==> src/rtl/line_pkg.sv <==
// Shared types and screen constants for the line rasteriser and its step logic.
package line_pkg;

    localparam int SCREEN_W = 160;
    localparam int SCREEN_H = 120;

    typedef logic [2:0] colour_t;
    typedef logic signed [9:0] err_t;

    typedef enum logic [1:0] {
        IDLE,
        INIT,
        DRAW,
        DONE
    } state_t;

endpackage

==> src/rtl/bres_step.sv <==
// One Bresenham iteration: advances the current point and error term.
module bres_step
    import line_pkg::*;
#(
    parameter int X_W = 8,
    parameter int Y_W = 7
) (
    input  logic [X_W-1:0] cur_x,
    input  logic [Y_W-1:0] cur_y,
    input  err_t           err,
    input  err_t           dx,
    input  err_t           dy,
    input  logic           sx_neg,
    input  logic           sy_neg,
    output logic [X_W-1:0] nxt_x,
    output logic [Y_W-1:0] nxt_y,
    output err_t           nxt_err
);

    err_t e2;
    err_t err_acc;

    always_comb begin
        e2      = err <<< 1;
        err_acc = err;
        nxt_x   = cur_x;
        nxt_y   = cur_y;
        // Both tests use the pre-update e2, so a diagonal step applies both increments.
        if (e2 >= dy) begin
            err_acc = err_acc + dy;
            nxt_x   = sx_neg ? cur_x - 1'b1 : cur_x + 1'b1;
        end
        if (e2 <= dx) begin
            err_acc = err_acc + dx;
            nxt_y   = sy_neg ? cur_y - 1'b1 : cur_y + 1'b1;
        end
        nxt_err = err_acc;
    end

endmodule

==> src/rtl/line_draw_engine.sv <==
// Bresenham line rasteriser feeding the VGA adapter, one pixel per clock with clipping.
//
//   state | meaning
//   IDLE  | waiting for start; endpoints and colour latched on start
//   INIT  | derive dx, dy, step directions and initial error
//   DRAW  | emit current pixel, advance until the end point is emitted
//   DONE  | last pixel on outputs, done pulse, then back to IDLE
module line_draw_engine
    import line_pkg::*;
#(
    parameter int X_W      = 8,
    parameter int Y_W      = 7,
    parameter int SCREEN_W = line_pkg::SCREEN_W,
    parameter int SCREEN_H = line_pkg::SCREEN_H
) (
    input  logic           clk,
    input  logic           resetn,
    input  logic           start,
    input  logic [X_W-1:0] x0,
    input  logic [Y_W-1:0] y0,
    input  logic [X_W-1:0] x1,
    input  logic [Y_W-1:0] y1,
    input  colour_t        colour_in,
    output logic [X_W-1:0] x_out,
    output logic [Y_W-1:0] y_out,
    output colour_t        colour_out,
    output logic           plot,
    output logic           busy,
    output logic           done
);

    state_t         state, state_nxt;
    logic [X_W-1:0] lx0, lx1, cur_x, nxt_x;
    logic [Y_W-1:0] ly0, ly1, cur_y, nxt_y;
    colour_t        lcol;
    err_t           err, dx, dy, nxt_err;
    err_t           diff_x, diff_y, abs_dx, abs_dy;
    logic           sx_neg, sy_neg;
    logic           at_end, on_screen;

    always_comb begin
        diff_x    = err_t'(lx1) - err_t'(lx0);
        diff_y    = err_t'(ly1) - err_t'(ly0);
        abs_dx    = diff_x[9] ? -diff_x : diff_x;
        abs_dy    = diff_y[9] ? -diff_y : diff_y;
        at_end    = (cur_x == lx1) && (cur_y == ly1);
        on_screen = (int'(cur_x) < SCREEN_W) && (int'(cur_y) < SCREEN_H);
    end

    bres_step #(.X_W(X_W), .Y_W(Y_W)) u_step (
        .cur_x  (cur_x),
        .cur_y  (cur_y),
        .err    (err),
        .dx     (dx),
        .dy     (dy),
        .sx_neg (sx_neg),
        .sy_neg (sy_neg),
        .nxt_x  (nxt_x),
        .nxt_y  (nxt_y),
        .nxt_err(nxt_err)
    );

    always_ff @(posedge clk or negedge resetn) begin
        if (!resetn) state <= IDLE;
        else         state <= state_nxt;
    end

    always_comb begin
        state_nxt = state;
        case (state)
            IDLE:    if (start) state_nxt = INIT;
            INIT:    state_nxt = DRAW;
            DRAW:    if (at_end) state_nxt = DONE;
            DONE:    state_nxt = IDLE;
            default: state_nxt = IDLE;
        endcase
    end

    assign busy = (state != IDLE);
    assign done = (state == DONE);

    always_ff @(posedge clk or negedge resetn) begin
        if (!resetn) begin
            lx0        <= '0;
            ly0        <= '0;
            lx1        <= '0;
            ly1        <= '0;
            lcol       <= '0;
            cur_x      <= '0;
            cur_y      <= '0;
            err        <= '0;
            dx         <= '0;
            dy         <= '0;
            sx_neg     <= 1'b0;
            sy_neg     <= 1'b0;
            x_out      <= '0;
            y_out      <= '0;
            colour_out <= '0;
            plot       <= 1'b0;
        end else begin
            plot <= 1'b0;
            case (state)
                IDLE: if (start) begin
                    lx0  <= x0;
                    ly0  <= y0;
                    lx1  <= x1;
                    ly1  <= y1;
                    lcol <= colour_in;
                end
                INIT: begin
                    dx     <= abs_dx;
                    dy     <= -abs_dy;
                    sx_neg <= (lx1 < lx0);
                    sy_neg <= (ly1 < ly0);
                    err    <= abs_dx - abs_dy;
                    cur_x  <= lx0;
                    cur_y  <= ly0;
                end
                DRAW: begin
                    x_out      <= cur_x;
                    y_out      <= cur_y;
                    colour_out <= lcol;
                    plot       <= on_screen;
                    if (!at_end) begin
                        cur_x <= nxt_x;
                        cur_y <= nxt_y;
                        err   <= nxt_err;
                    end
                end
                default: ;
            endcase
        end
    end

endmodule
==> config.mk <==
export PLATFORM = sky130hd
export DESIGN_NAME = line_draw_engine
export DESIGN_NICKNAME = d
export VERILOG_FILES = /design/src/rtl/line_pkg.sv /design/src/rtl/bres_step.sv /design/src/rtl/line_draw_engine.sv
export SDC_FILE = /design/constraint.sdc
export NUM_CORES = 1
export LEC_CHECK = 0
export BUFFER_PORTS_ARGS = -buffer_cell sky130_fd_sc_hd__buf_2
export CAP_MARGIN = 20
export CORE_UTILIZATION = 65
export CTS_BUF_LIST = sky130_fd_sc_hd__clkbuf_8
export DETAILED_ROUTE_END_ITERATION = 12
export HOLD_SLACK_MARGIN = 0.15
export PLACE_DENSITY = 0.9
export SLEW_MARGIN = 20
export SYNTH_ARGS = -nofsm -noshare
export SYNTH_HDL_FRONTEND = slang
export SYNTH_SLANG_ARGS = --single-unit
export TNS_END_PERCENT = 5
==> constraint.sdc <==
create_clock -name clk -period 11.2 [get_ports clk]
set_clock_uncertainty 0.05 [all_clocks]
set_input_delay 1.12 -clock clk [delete_from_list [all_inputs] [get_ports clk]]
set_output_delay 1.12 -clock clk [all_outputs]
set_load 0.005 [all_outputs]
==> flow_summary_export.csv <==
group,metric,value,unit
outcome,status,"completed",
timing,setup_tns,0,ns
drt,dr.first_iter.drc_count,409,
timing,setup_violations,0,
drt,routed_via_density,6.221,
global_routing,overflow,0,
drt,wl,17.81,mm
drt,route.vias.total,5866,
finish,num_antenna_cells,0,
timing,max_freq,223.2,MHz
floorplan,core,10890,sq um
critical_path,rr_startpoint,"lx1[0]",
min_path,hold_path_class,"reg2reg",
clocking,ctsHtreeMaxLevel,3,
synthesis,synth_top_area_frac,0.3424,
critical_path,max_stage_delay,0.52,ns
placed_design,gp_congestion,0.9477,
critical_path,startpoint_type,"flip-flop",
synthesis,synthMostInstantiatedCell,"dfrtp_1",
floorplan,die_area,11670,sq um
clocking,tritoncts,"done",
synthesis,synth_seq_cells,100,
global_routing,grt_start_max_net_pins,61,
global_routing,use_met1,0.3831,
synthesis,seq_area_frac_synth,0.3424,
placed_design,io_buffer_count,56,
clocking,cts_hold_buffers,0,
timing,relSlewSlack,0.2858,
floorplan,die_x,108.0,um
critical_path,path_delay_family,"compound AO/OA/AOI/OAI gates",
synthesis,ys_top_cells_by_count,"dfrtp_1 (100), ha_1 (76), mux2_2 (60)",
clocking,clk_path_buf_depth,2,
critical_path,cp_slowest_cell,"fa_1",
timing,grt_setup_unrepaired,"false",
critical_path,cp_data_arrival_time,4.70,ns
global_routing,grt_pass1_vias,6075,
global_routing,grt_pass1_wl,28.94,mm
critical_path,path_buf_inv,2,
timing,fin_crit_sh,0.4000,
critical_path,crit_chain,"inv_1, ha_1, inv_1, fa_1, a21o_1, a221o_1, o41ai_4, o21ai_0, fa_1, a21o_1, a21oi_1, o21bai_1, a2111oi_0, nor3_1, xnor2_1, o22ai_2, a21oi_1",
drt,dr.pass1.iters,5,
floorplan,num_rows,38,
global_routing,use_met3,0.06329,
global_routing,grt-busiest-layer,"met2",
synthesis,synth_top_area_cell,"dfrtp_1",
run,drv_cap,0,
synthesis,syn_area,7308,sq um
synthesis,synth_edf_count,0,
synthesis,synth.avg_cell_area,9.836,sq um
synthesis,ys_types,73,
timing,finalHoldViolCount,0,
timing,worst_pin_slew,1.071,ns
clocking,cts_buffers,9,
clocking,clkTransAtPathRegs,0.12,ns
timing,slew_violations,0,
drt,drc_errors,0,
clocking,post_cts_resized,0,
clocking,post_cts_buffers,0,
timing,period_needed,4.480,ns
synthesis,synth_flop_cell,"dfrtp_1",
critical_path,cp.required,11.42,ns
floorplan,design.portCount,57,
critical_path,setup.worst_path.start,"lx1[0]",
clocking,cts.sinks,100,
min_path,hp-start,"y_out[2]",
critical_path,end_kind,"flip-flop",
finish,final_nets,917,
floorplan,die_h,108.0,um
clocking,cts_root_buffer,"clkbuf_8",
synthesis,syn_inst,743,
synthesis,synthArstFlopShare,1.000,
synthesis,yosysWarningCount,0,
critical_path,cp_max_fo,6,
global_routing,antenna_found_initial,0,
critical_path,crit_type,"reg2reg",
global_routing,globalRouteTotalUtil,0.3212,
global_routing,grtUsageMet2,0.5646,
finish,area_growth,8.509,%
clocking,clk_latency,0.39,ns
floorplan,floorplan.initialDensity,0.6712,
drt,ant_nets,0,
placed_design,dp_hpwl,13.33,mm
synthesis,synthesis.nets,862,
drt,routedWlPerCell,18.89,um
finish,layout-drive-gt1-share,0.1968,
synthesis,synth_top_cells_by_area,"dfrtp_1 (34%), ha_1 (13%), mux2_2 (9.2%), xnor2_1 (4.2%), xor2_1 (4.0%)",
## worst reg2reg max path, cell delays in order (launching register included)
cell       delay [ns]
dfrtp_1          0.42
inv_1            0.07
ha_1             0.16
inv_1            0.06
fa_1             0.40
a21o_1           0.21
a221o_1          0.37
o41ai_4          0.34
o21ai_0          0.28
fa_1             0.52
a21o_1           0.20
a21oi_1          0.23
o21bai_1         0.12
a2111oi_0        0.46
nor3_1           0.15
xnor2_1          0.16
o22ai_2          0.13
a21oi_1          0.05
## flip-flops by register name (all words and copies together), names as in the netlist, 7 cells and up
name,flops
cur_x,8
cur_y,7
dx,10
dy,10
err,9
lx0,8
lx1,8
ly0,7
ly1,7
x_out,8
y_out,7
## final cells by class
class / count / area (sq um)
Tap cell: 140 / 175.2
Timing Repair Buffer: 61 / 320.3
Inverter: 59 / 221.5
Clock buffer: 11 / 151.4
Fill cell: 726 / 2958
Clock inverter: 5 / 41.29
Sequential cell: 100 / 2502
Multi-Input combinational cell: 567 / 4518
## worst paths after layout
path,slack (ns),to,cells past startpoint
max in group asynchronous,9.28,lx0[7],2
min reg2reg,0.46,y_out[2],1
max,6.72,err[8],17
max reg2reg,6.72,err[8],17
min,0.46,y_out[2],1
min in group asynchronous,0.65,err[3],1
## metal layers
layer	vias to the layer above	routed length (um)
met2	203	9078
met1	2852	7207
met5	-	0
met3	58	972
met4	0	552
li1	2753	-
## cells in the final DEF (no fill, tap or decap), types with 6 or more instances in the layout
cell,count
buf_2,55
a21oi_1,52
nor2_1,39
inv_1,58
clkbuf_8,11
a21o_1,16
nor2b_1,10
and2_1,7
nand3_1,13
fa_1,7
dfrtp_1,100
nor3_1,17
nand2_1,42
xnor2_1,35
buf_4,6
mux2i_1,14
nand2b_1,7
o21ai_0,47
ha_1,76
xor2_1,33
mux2_2,60
nand3b_1,6
## metrics by stage
stage | hold slack (ns) | std cells | setup WS [ns] | instance area [sq um] | util
global route | 0.4732 | 943 | 6.495 | 7930 | 0.7283
global placement | 0.4328 | 927 | 7.017 | 7737 | 0.7106
detailed placement | 0.4404 | 927 | 6.777 | 7737 | 0.7106
finish | 0.4610 | 943 | 6.720 | 7930 | 0.7283
floorplan | 0.4131 | 743 | 7.219 | 7308 | -
CTS | 0.4633 | 943 | 6.754 | 7930 | 0.7283
## logic make-up after synthesis
kind of cell	after synthesis	share of synthesized area
buffers and inverters	76	0.03938
flip-flops	100	0.3424
multiplexers	74	0.1116
XOR/XNOR	71	0.08817
AO/OA/AOI/OAI	168	0.1498
AND/OR/NAND/NOR	171	0.1193
adder cells (fa/ha/maj)	83	0.1493
Power is left out: the tool's default activity adds up to more than one toggle a clock period on the data nets, which glitch-free logic cannot reach.
